$ cat src/rtl/csr_trap_ctrl.sv
// csr_trap_ctrl
// Sequences machine-mode trap entry and MRET return through the single-port
// CSR write interface of CSR_Unit.
//
// In IDLE it arbitrates, one winner per cycle, in this order:
//   1. synchronous exception
//   2. enabled machine interrupt (MEI, then MSI, then MTI)
//   3. MRET
//
// A trap writes mepc, then mcause, then mstatus, one write per cycle, and is
// followed by a single-cycle PC redirect. MRET writes mstatus and then
// redirects to mepc. MPIE is held here because CSR_Unit implements only
// mstatus.MIE.
//
// Handshake: each request is a level held by the requester until its ack
// pulse. An ack is a single-cycle pulse, given only in IDLE and only while
// out of reset. While busy_o is high no request is accepted; pending
// requests are re-arbitrated in the next IDLE cycle.
//
// Ports:
//   clk_i, rst_ni                        clock, async active-low reset
//   exc_valid_i/exc_cause_i/exc_pc_i     exception request, cause, faulting PC
//   irq_ext_i/irq_sw_i/irq_timer_i       level-sensitive interrupt lines
//   pc_i                                 interrupt return address
//   mret_i                               MRET request
//   mstatus_mie_i, mie_i, mtvec_i,
//   mepc_i                               current CSR values from CSR_Unit
//   exc_ack_o/irq_ack_o/mret_ack_o       acceptance pulses
//   busy_o                               sequence in progress (pipeline stall)
//   csr_we_o/csr_addr_o/csr_data_o/
//   csr_op_o                             CSR write port (op is always CSRRW)
//   mpie_o                               current MPIE
//   redirect_valid_o/redirect_pc_o       single-cycle PC redirect
module csr_trap_ctrl #(
    parameter bit          VECTORED_EN  = 1'b1,
    parameter logic [11:0] MEPC_ADDR    = 12'h341,
    parameter logic [11:0] MCAUSE_ADDR  = 12'h342,
    parameter logic [11:0] MSTATUS_ADDR = 12'h300
) (
    input  logic        clk_i,
    input  logic        rst_ni,
    input  logic        exc_valid_i,
    input  logic [3:0]  exc_cause_i,
    input  logic [31:0] exc_pc_i,
    input  logic        irq_ext_i,
    input  logic        irq_sw_i,
    input  logic        irq_timer_i,
    input  logic [31:0] pc_i,
    input  logic        mret_i,
    input  logic        mstatus_mie_i,
    input  logic [2:0]  mie_i,
    input  logic [31:0] mtvec_i,
    input  logic [31:0] mepc_i,
    output logic        exc_ack_o,
    output logic        irq_ack_o,
    output logic        mret_ack_o,
    output logic        busy_o,
    output logic        csr_we_o,
    output logic [11:0] csr_addr_o,
    output logic [31:0] csr_data_o,
    output logic [1:0]  csr_op_o,
    output logic        mpie_o,
    output logic        redirect_valid_o,
    output logic [31:0] redirect_pc_o
);

    typedef enum logic [2:0] {
        S_IDLE,
        S_W_EPC,
        S_W_CAUSE,
        S_W_STATUS,
        S_REDIRECT,
        S_R_STATUS,
        S_R_REDIRECT
    } state_e;

    state_e      state_q, state_d;
    logic [3:0]  cause_q, cause_d;
    logic        intr_q, intr_d;
    logic [31:0] ret_pc_q, ret_pc_d;
    logic        mpie_q, mpie_d;

    // mie_i is {MEIE, MTIE, MSIE}
    logic mei_pend, msi_pend, mti_pend, irq_take;
    assign mei_pend = irq_ext_i   & mie_i[2];
    assign msi_pend = irq_sw_i    & mie_i[0];
    assign mti_pend = irq_timer_i & mie_i[1];
    assign irq_take = mstatus_mie_i & (mei_pend | msi_pend | mti_pend);

    logic [31:0] trap_base;
    logic        vec_mode;
    assign trap_base = {mtvec_i[31:2], 2'b00};
    assign vec_mode  = VECTORED_EN && (mtvec_i[1:0] == 2'b01) && intr_q;

    assign csr_op_o = 2'b01;
    assign mpie_o   = mpie_q;
    assign busy_o   = (state_q != S_IDLE);

    always_ff @(posedge clk_i or negedge rst_ni) begin
        if (!rst_ni) begin
            state_q  <= S_IDLE;
            cause_q  <= 4'd0;
            intr_q   <= 1'b0;
            ret_pc_q <= 32'd0;
            mpie_q   <= 1'b1;
        end else begin
            state_q  <= state_d;
            cause_q  <= cause_d;
            intr_q   <= intr_d;
            ret_pc_q <= ret_pc_d;
            mpie_q   <= mpie_d;
        end
    end

    always_comb begin
        state_d          = state_q;
        cause_d          = cause_q;
        intr_d           = intr_q;
        ret_pc_d         = ret_pc_q;
        mpie_d           = mpie_q;
        exc_ack_o        = 1'b0;
        irq_ack_o        = 1'b0;
        mret_ack_o       = 1'b0;
        csr_we_o         = 1'b0;
        csr_addr_o       = 12'd0;
        csr_data_o       = 32'd0;
        redirect_valid_o = 1'b0;
        redirect_pc_o    = 32'd0;

        case (state_q)
            S_IDLE: begin
                // The FSM sits in IDLE during reset; keep the acks quiet there.
                if (rst_ni) begin
                    if (exc_valid_i) begin
                        exc_ack_o = 1'b1;
                        cause_d   = exc_cause_i;
                        intr_d    = 1'b0;
                        ret_pc_d  = exc_pc_i;
                        state_d   = S_W_EPC;
                    end else if (irq_take) begin
                        irq_ack_o = 1'b1;
                        intr_d    = 1'b1;
                        ret_pc_d  = pc_i;
                        if (mei_pend)      cause_d = 4'd11;
                        else if (msi_pend) cause_d = 4'd3;
                        else               cause_d = 4'd7;
                        state_d   = S_W_EPC;
                    end else if (mret_i) begin
                        mret_ack_o = 1'b1;
                        state_d    = S_R_STATUS;
                    end
                end
            end
            S_W_EPC: begin
                csr_we_o   = 1'b1;
                csr_addr_o = MEPC_ADDR;
                csr_data_o = ret_pc_q & 32'hFFFF_FFFE;
                state_d    = S_W_CAUSE;
            end
            S_W_CAUSE: begin
                csr_we_o   = 1'b1;
                csr_addr_o = MCAUSE_ADDR;
                csr_data_o = {intr_q, 27'd0, cause_q};
                state_d    = S_W_STATUS;
            end
            S_W_STATUS: begin
                // MIE cleared, MPIE (bit 7) takes the MIE value seen now.
                csr_we_o   = 1'b1;
                csr_addr_o = MSTATUS_ADDR;
                csr_data_o = {24'd0, mstatus_mie_i, 3'd0, 1'b0, 3'd0};
                mpie_d     = mstatus_mie_i;
                state_d    = S_REDIRECT;
            end
            S_REDIRECT: begin
                redirect_valid_o = 1'b1;
                redirect_pc_o    = vec_mode ? (trap_base + {26'd0, cause_q, 2'b00})
                                            : trap_base;
                state_d          = S_IDLE;
            end
            S_R_STATUS: begin
                // MIE restored from MPIE, MPIE set to 1.
                csr_we_o   = 1'b1;
                csr_addr_o = MSTATUS_ADDR;
                csr_data_o = {24'd0, 1'b1, 3'd0, mpie_q, 3'd0};
                mpie_d     = 1'b1;
                state_d    = S_R_REDIRECT;
            end
            S_R_REDIRECT: begin
                redirect_valid_o = 1'b1;
                redirect_pc_o    = mepc_i & 32'hFFFF_FFFE;
                state_d          = S_IDLE;
            end
            default: begin
                state_d = S_IDLE;
            end
        endcase
    end

endmodule
$ cat config.mk
export PLATFORM = sky130hd
export DESIGN_NAME = csr_trap_ctrl
export DESIGN_NICKNAME = d
export VERILOG_FILES = /design/src/rtl/csr_trap_ctrl.sv
export SDC_FILE = /design/constraint.sdc
export NUM_CORES = 1
export LEC_CHECK = 0
export CAP_MARGIN = 20
export CORE_ASPECT_RATIO = 0.6
export CORE_MARGIN = 2
export CORE_UTILIZATION = 25
export CTS_CLUSTER_SIZE = 28
export DETAILED_ROUTE_END_ITERATION = 10
export DONT_BUFFER_PORTS = 1
export GPL_ROUTABILITY_DRIVEN = 0
export SYNTH_ARGS = -nofsm -noshare
export SYNTH_HDL_FRONTEND = slang
export SYNTH_SLANG_ARGS = --single-unit
$ cat constraint.sdc
create_clock -name clk_i -period 7.2 [get_ports clk_i]
set_clock_uncertainty 0.2 [all_clocks]
set_input_delay 1.44 -clock clk_i [delete_from_list [all_inputs] [get_ports clk_i]]
set_output_delay 1.44 -clock clk_i [all_outputs]
set_load 0.01 [all_outputs]
# After elaboration in Yosys (flattened, before gate mapping)
# Cells that the tools add are included.
[totals]
out_inout_bits = 85
n_memories = 0
latchBits = 0
rom_bits = 0
in_bits = 143
word_cells = 63
mem_bits_rw = 0
register_bits = 41
[op_classes]
reduce_logical = 10
shifts = 0
magnitude_cmp = 0
n_eq_ne = 9
mul = 0
div_mod_pow = 0
bitwise_logic = 6
mux = 32
add_sub_neg = 1
[op_table]
columns = ["operator", "count"]
rows = [
  ["one-hot mux 32 bit (4 select lines)", 1],
  ["2-to-1 mux 32 bit", 3],
  ["one-hot mux 32 bit (2 select lines)", 1],
  ["adder 32 x 6 -> 32 bit", 1],
  ["one-hot mux 10 bit (3 select lines)", 1],
  ["2-to-1 mux 1 bit", 16],
  ["2-to-1 mux 3 bit", 5],
  ["one-hot mux 3 bit (5 select lines)", 1],
  ["2-to-1 mux 4 bit", 3],
  ["== test 3 bit, second input constant", 3],
  ["== test 3 x 2 -> 1 bit, second input constant", 2],
  ["AND 1 bit", 4],
  ["!= test 4 bit, second input constant", 1],
  ["nonzero test 2 bit", 2],
  ["OR reduction 2 bit", 2],
  ["OR reduction 4 bit", 1],
  ["== test 3 x 1 -> 1 bit, second input constant", 1],
  ["zero test 3 bit", 1],
  ["AND reduction 3 bit", 1],
  ["nonzero test 3 bit", 1],
  ["== test 2 x 1 -> 1 bit, second input constant", 1],
  ["!= test 2 bit, second input constant", 1],
  ["OR 1 bit", 2],
  ["one-hot mux 1 bit (2 select lines)", 1],
  ["other kinds (2)", 2],
]

# Depth between registers and ports, before layout
[logic_depth]
ltp_word = 8
depth_mapped = 8
mapped_depth_nobuf = 7

# Worst setup path before layout
# No wires, ideal clock.
[synth_timing]
kind = "input to output"
start = "input mtvec_i[11]"
end = "output redirect_pc_o[28]"
t_arrival_ps = 3238
n_path_buf = 1
required_time_ps = 5560
slack_ps = 2322
stages = 6
cell_sequence = "nand3_2 -> or4_4 -> buf_6 -> or3_4 -> or3_1 -> a31oi_1"
[synth_via]
elab_chain_cells = 3
[synth_lines]
columns = ["item", "line_no", "text"]
rows = [
  ["start: declaration", "52", "input logic [31:0] mtvec_i,"],
  ["adder 32 x 6 -> 32 bit", "176", "redirect_pc_o = vec_mode ? (trap_base + {26'd0, cause_q, 2'b00})"],
  ["2-to-1 mux 32 bit", "176", ""],
  ["one-hot mux 32 bit (2 select lines)", "130", "case (state_q)"],
  ["end: declaration", "64", "output logic [31:0] redirect_pc_o"],
]
# No other way between the ends.

# Final worst setup path
[layout_timing]
start = "input mtvec_i[2]"
end = "output redirect_pc_o[28]"
# Same word-level chain as after synthesis.

==> flow_metrics.tcl <==
set metrics [dict create \
    status "completed" \
    cts_num_sinks 40 \
    fp-row-count 32 \
    cts_resized 0 \
    initial_core_util_pct 25.8 \
    synth_common_cells "64 x o21ai_0, 57 x nand2_1, 40 x a21oi_1" \
    core-area_um2 12900 \
    required_ns 5.56 \
    grt_usage_pct 13.9 \
    synth_area_um2 3320 \
    final_nets 554 \
    hpwlAfterDp_um 8180 \
    synth_edf_count 0 \
    num_vias 2951 \
    tightest_slew_ns 0.928 \
    grt_pass1_vias 2677 \
    grt_pass1_wl_um 15600 \
    wirelength_um 10500 \
    synth_top_cell_by_area "dfrtp_1" \
    fin_cells 577 \
    finish.utilization_pct 27.4 \
    drive_above_1_share_pct 4.91 \
    period_needed_ns 5.38 \
    dp.cells 568 \
    synth.distinct_cells 46 \
    finalSetupViolCount 0 \
    path_cells "ha_1 -> fa_1 -> a21o_1 -> a21oi_1 -> or3_4 -> o21ai_0 -> a31oi_1" \
    power.density_nw_per_um2 340 \
    seq_area_frac_synth_pct 30.2 \
    clockBufferDepth 2 \
    placed_area_um2 3380 \
    cp_slowest_cell "a21oi_1" \
    cap_violations 0 \
    cts_setup_buffers 0 \
    io_pins 228 \
    finalCritPeriodShare_pct 74.8 \
    via_per_inst 5.11 \
    overflow 0 \
    path_clk_slew_ns 0.07 \
    grt_max_degree 67 \
    die_w_um 153 \
    dieArea_um2 14300 \
    fp.dieH_um 93.3 \
    wl_per_cell_um 18.1 \
    yosys_warnings 0 \
    async_flop_share_pct 100 \
    worst_setup_path_start_kind "primary input" \
    slew_violations 0 \
    worst-path-buf-inv 0 \
    io_buffers 0 \
    fin_ws_ns 1.82 \
    setup_tns_ns 0 \
    arrival_ns 3.74 \
    ir_worst_vdd_mv 0.0925 \
    leakagePower_nw 1.42 \
    worstHoldPathType "flop to flop" \
    clockRootBuffer "clkbuf_16" \
    holdBufCountCts 0 \
    maxSlewHeadroom_pct 38.1 \
    h-tree-depth 2 \
    power_mw 1.20 \
    syn_area_per_cell_um2 7.69 \
    ys_top_cells_by_area "dfrtp_1 29%, o21ai_0 9.6%, mux2i_1 9.3%" \
    critical_path.max_stage_delay_ns 0.73 \
    syn-instance-count 432 \
    antenna_left 0 \
    clkLatencyLatePin_ns 0.28 \
    fin_area_um2 3540 \
    yosysMostFrequentCell "o21ai_0" \
    ys_ff_latch 40 \
    rsz0062_at_grt "no" \
    dr.pass1.iters 4 \
    max_freq_mhz 186 \
    numCtsBuffers 5 \
    cts_tree "done" \
    hold_violations 0 \
    cp-end-kind "output port" \
    place_ws_ns 1.85 \
    area_growth_pct 6.40 \
    dr.first_iter.drc_count 160 \
    cp_max_fo 11 \
    timing.hold.ws_ns 0.272 \
    synthFlopType "dfrtp_1" \
    drc 0 \
    cp_top_family "compound AO/OA/AOI/OAI gates" \
    antenna_found_initial 0 \
    num_antenna_cells 0 \
    synth_top_area_share_pct 29.4 \
    path_class "primary input to output port" \
]
==> flip-flops by register name, indices dropped and copies added (netlist names) <==
| signal | cells |
|---|---|
| mpie_o | 1 |
| intr_q | 1 |
| ret_pc_q | 31 |
| state_q | 3 |
| cause_q | 4 |
==> final timing paths <==
path	startpoint	end	slack, ns	depth (start not counted)
max reg2reg	state_q[1]	ret_pc_q[30]	4.71	6
min in group asynchronous	rst_ni	ret_pc_q[25]	0.65	0
min	ret_pc_q[11]	ret_pc_q[11]	0.27	2
max	mtvec_i[2]	redirect_pc_o[28]	1.82	7
min reg2reg	ret_pc_q[11]	ret_pc_q[11]	0.27	2
max in group asynchronous	rst_ni	mpie_o	5.96	0
==> where the power goes <==
| part | leakage [nW] | switching (mW) | internal, mW |
|---|---|---|---|
| Combinational | 0.852 | 0.383 | 0.173 |
| Sequential | 0.497 | 0.0930 | 0.329 |
| Clock | 0.0736 | 0.0960 | 0.128 |
| Total | 1.42 | 0.572 | 0.629 |
==> layout by cell type (no fill, tap or decap), drive strengths merged, types with 7 or more instances in the layout <==
cell type,instances
and2,28
nor3,7
xnor2,24
nor4,9
conb,10
a21oi,40
nor2,17
mux2i,31
o21ai,64
inv,9
nand2,57
nand3,7
dfrtp,39
==> layer usage <==
| metal | track usage (%) | share of wire, % | up-vias |
|---|---|---|---|
| met1 | 21.1 | 47 | 1377 |
| met3 | 3.38 | 7.9 | 12 |
| met4 | 2.93 | 1.4 | 0 |
| met5 | 0 | 0 | - |
| li1 | - | - | 1437 |
| met2 | 19.7 | 43 | 125 |
==> worst min-delay path: stages, from the launching register on <==
cell and delay [ns]:
dfrtp_1 0.34, nand2_1 0.04, o21ai_0 0.06
==> final cells by class <==
class / instances / area (µm²)
Clock buffer: 5 / 125
Tap cell: 170 / 213
Fill cell: 1412 / 9360
Timing Repair Buffer: 5 / 37.5
Multi-Input combinational cell: 345 / 2110
Clock inverter: 3 / 18.8
Sequential cell: 40 / 1000
Inverter: 9 / 33.8
==> cells by family (layout without fill, tap and decap cells) <==
kind of cell	Yosys count	count (layout)	share of synthesized area [%]
compound gates	127	127	21.0
xor+xnor	25	25	6.59
flops	40	40	30.2
fa+ha+maj	5	5	2.11
simple gates	147	147	22.8
buf+inv	55	22	7.79
other cells	2	10	0.226
mux	31	31	9.34
No activity file was read; power rests on OpenSTA's default activity.
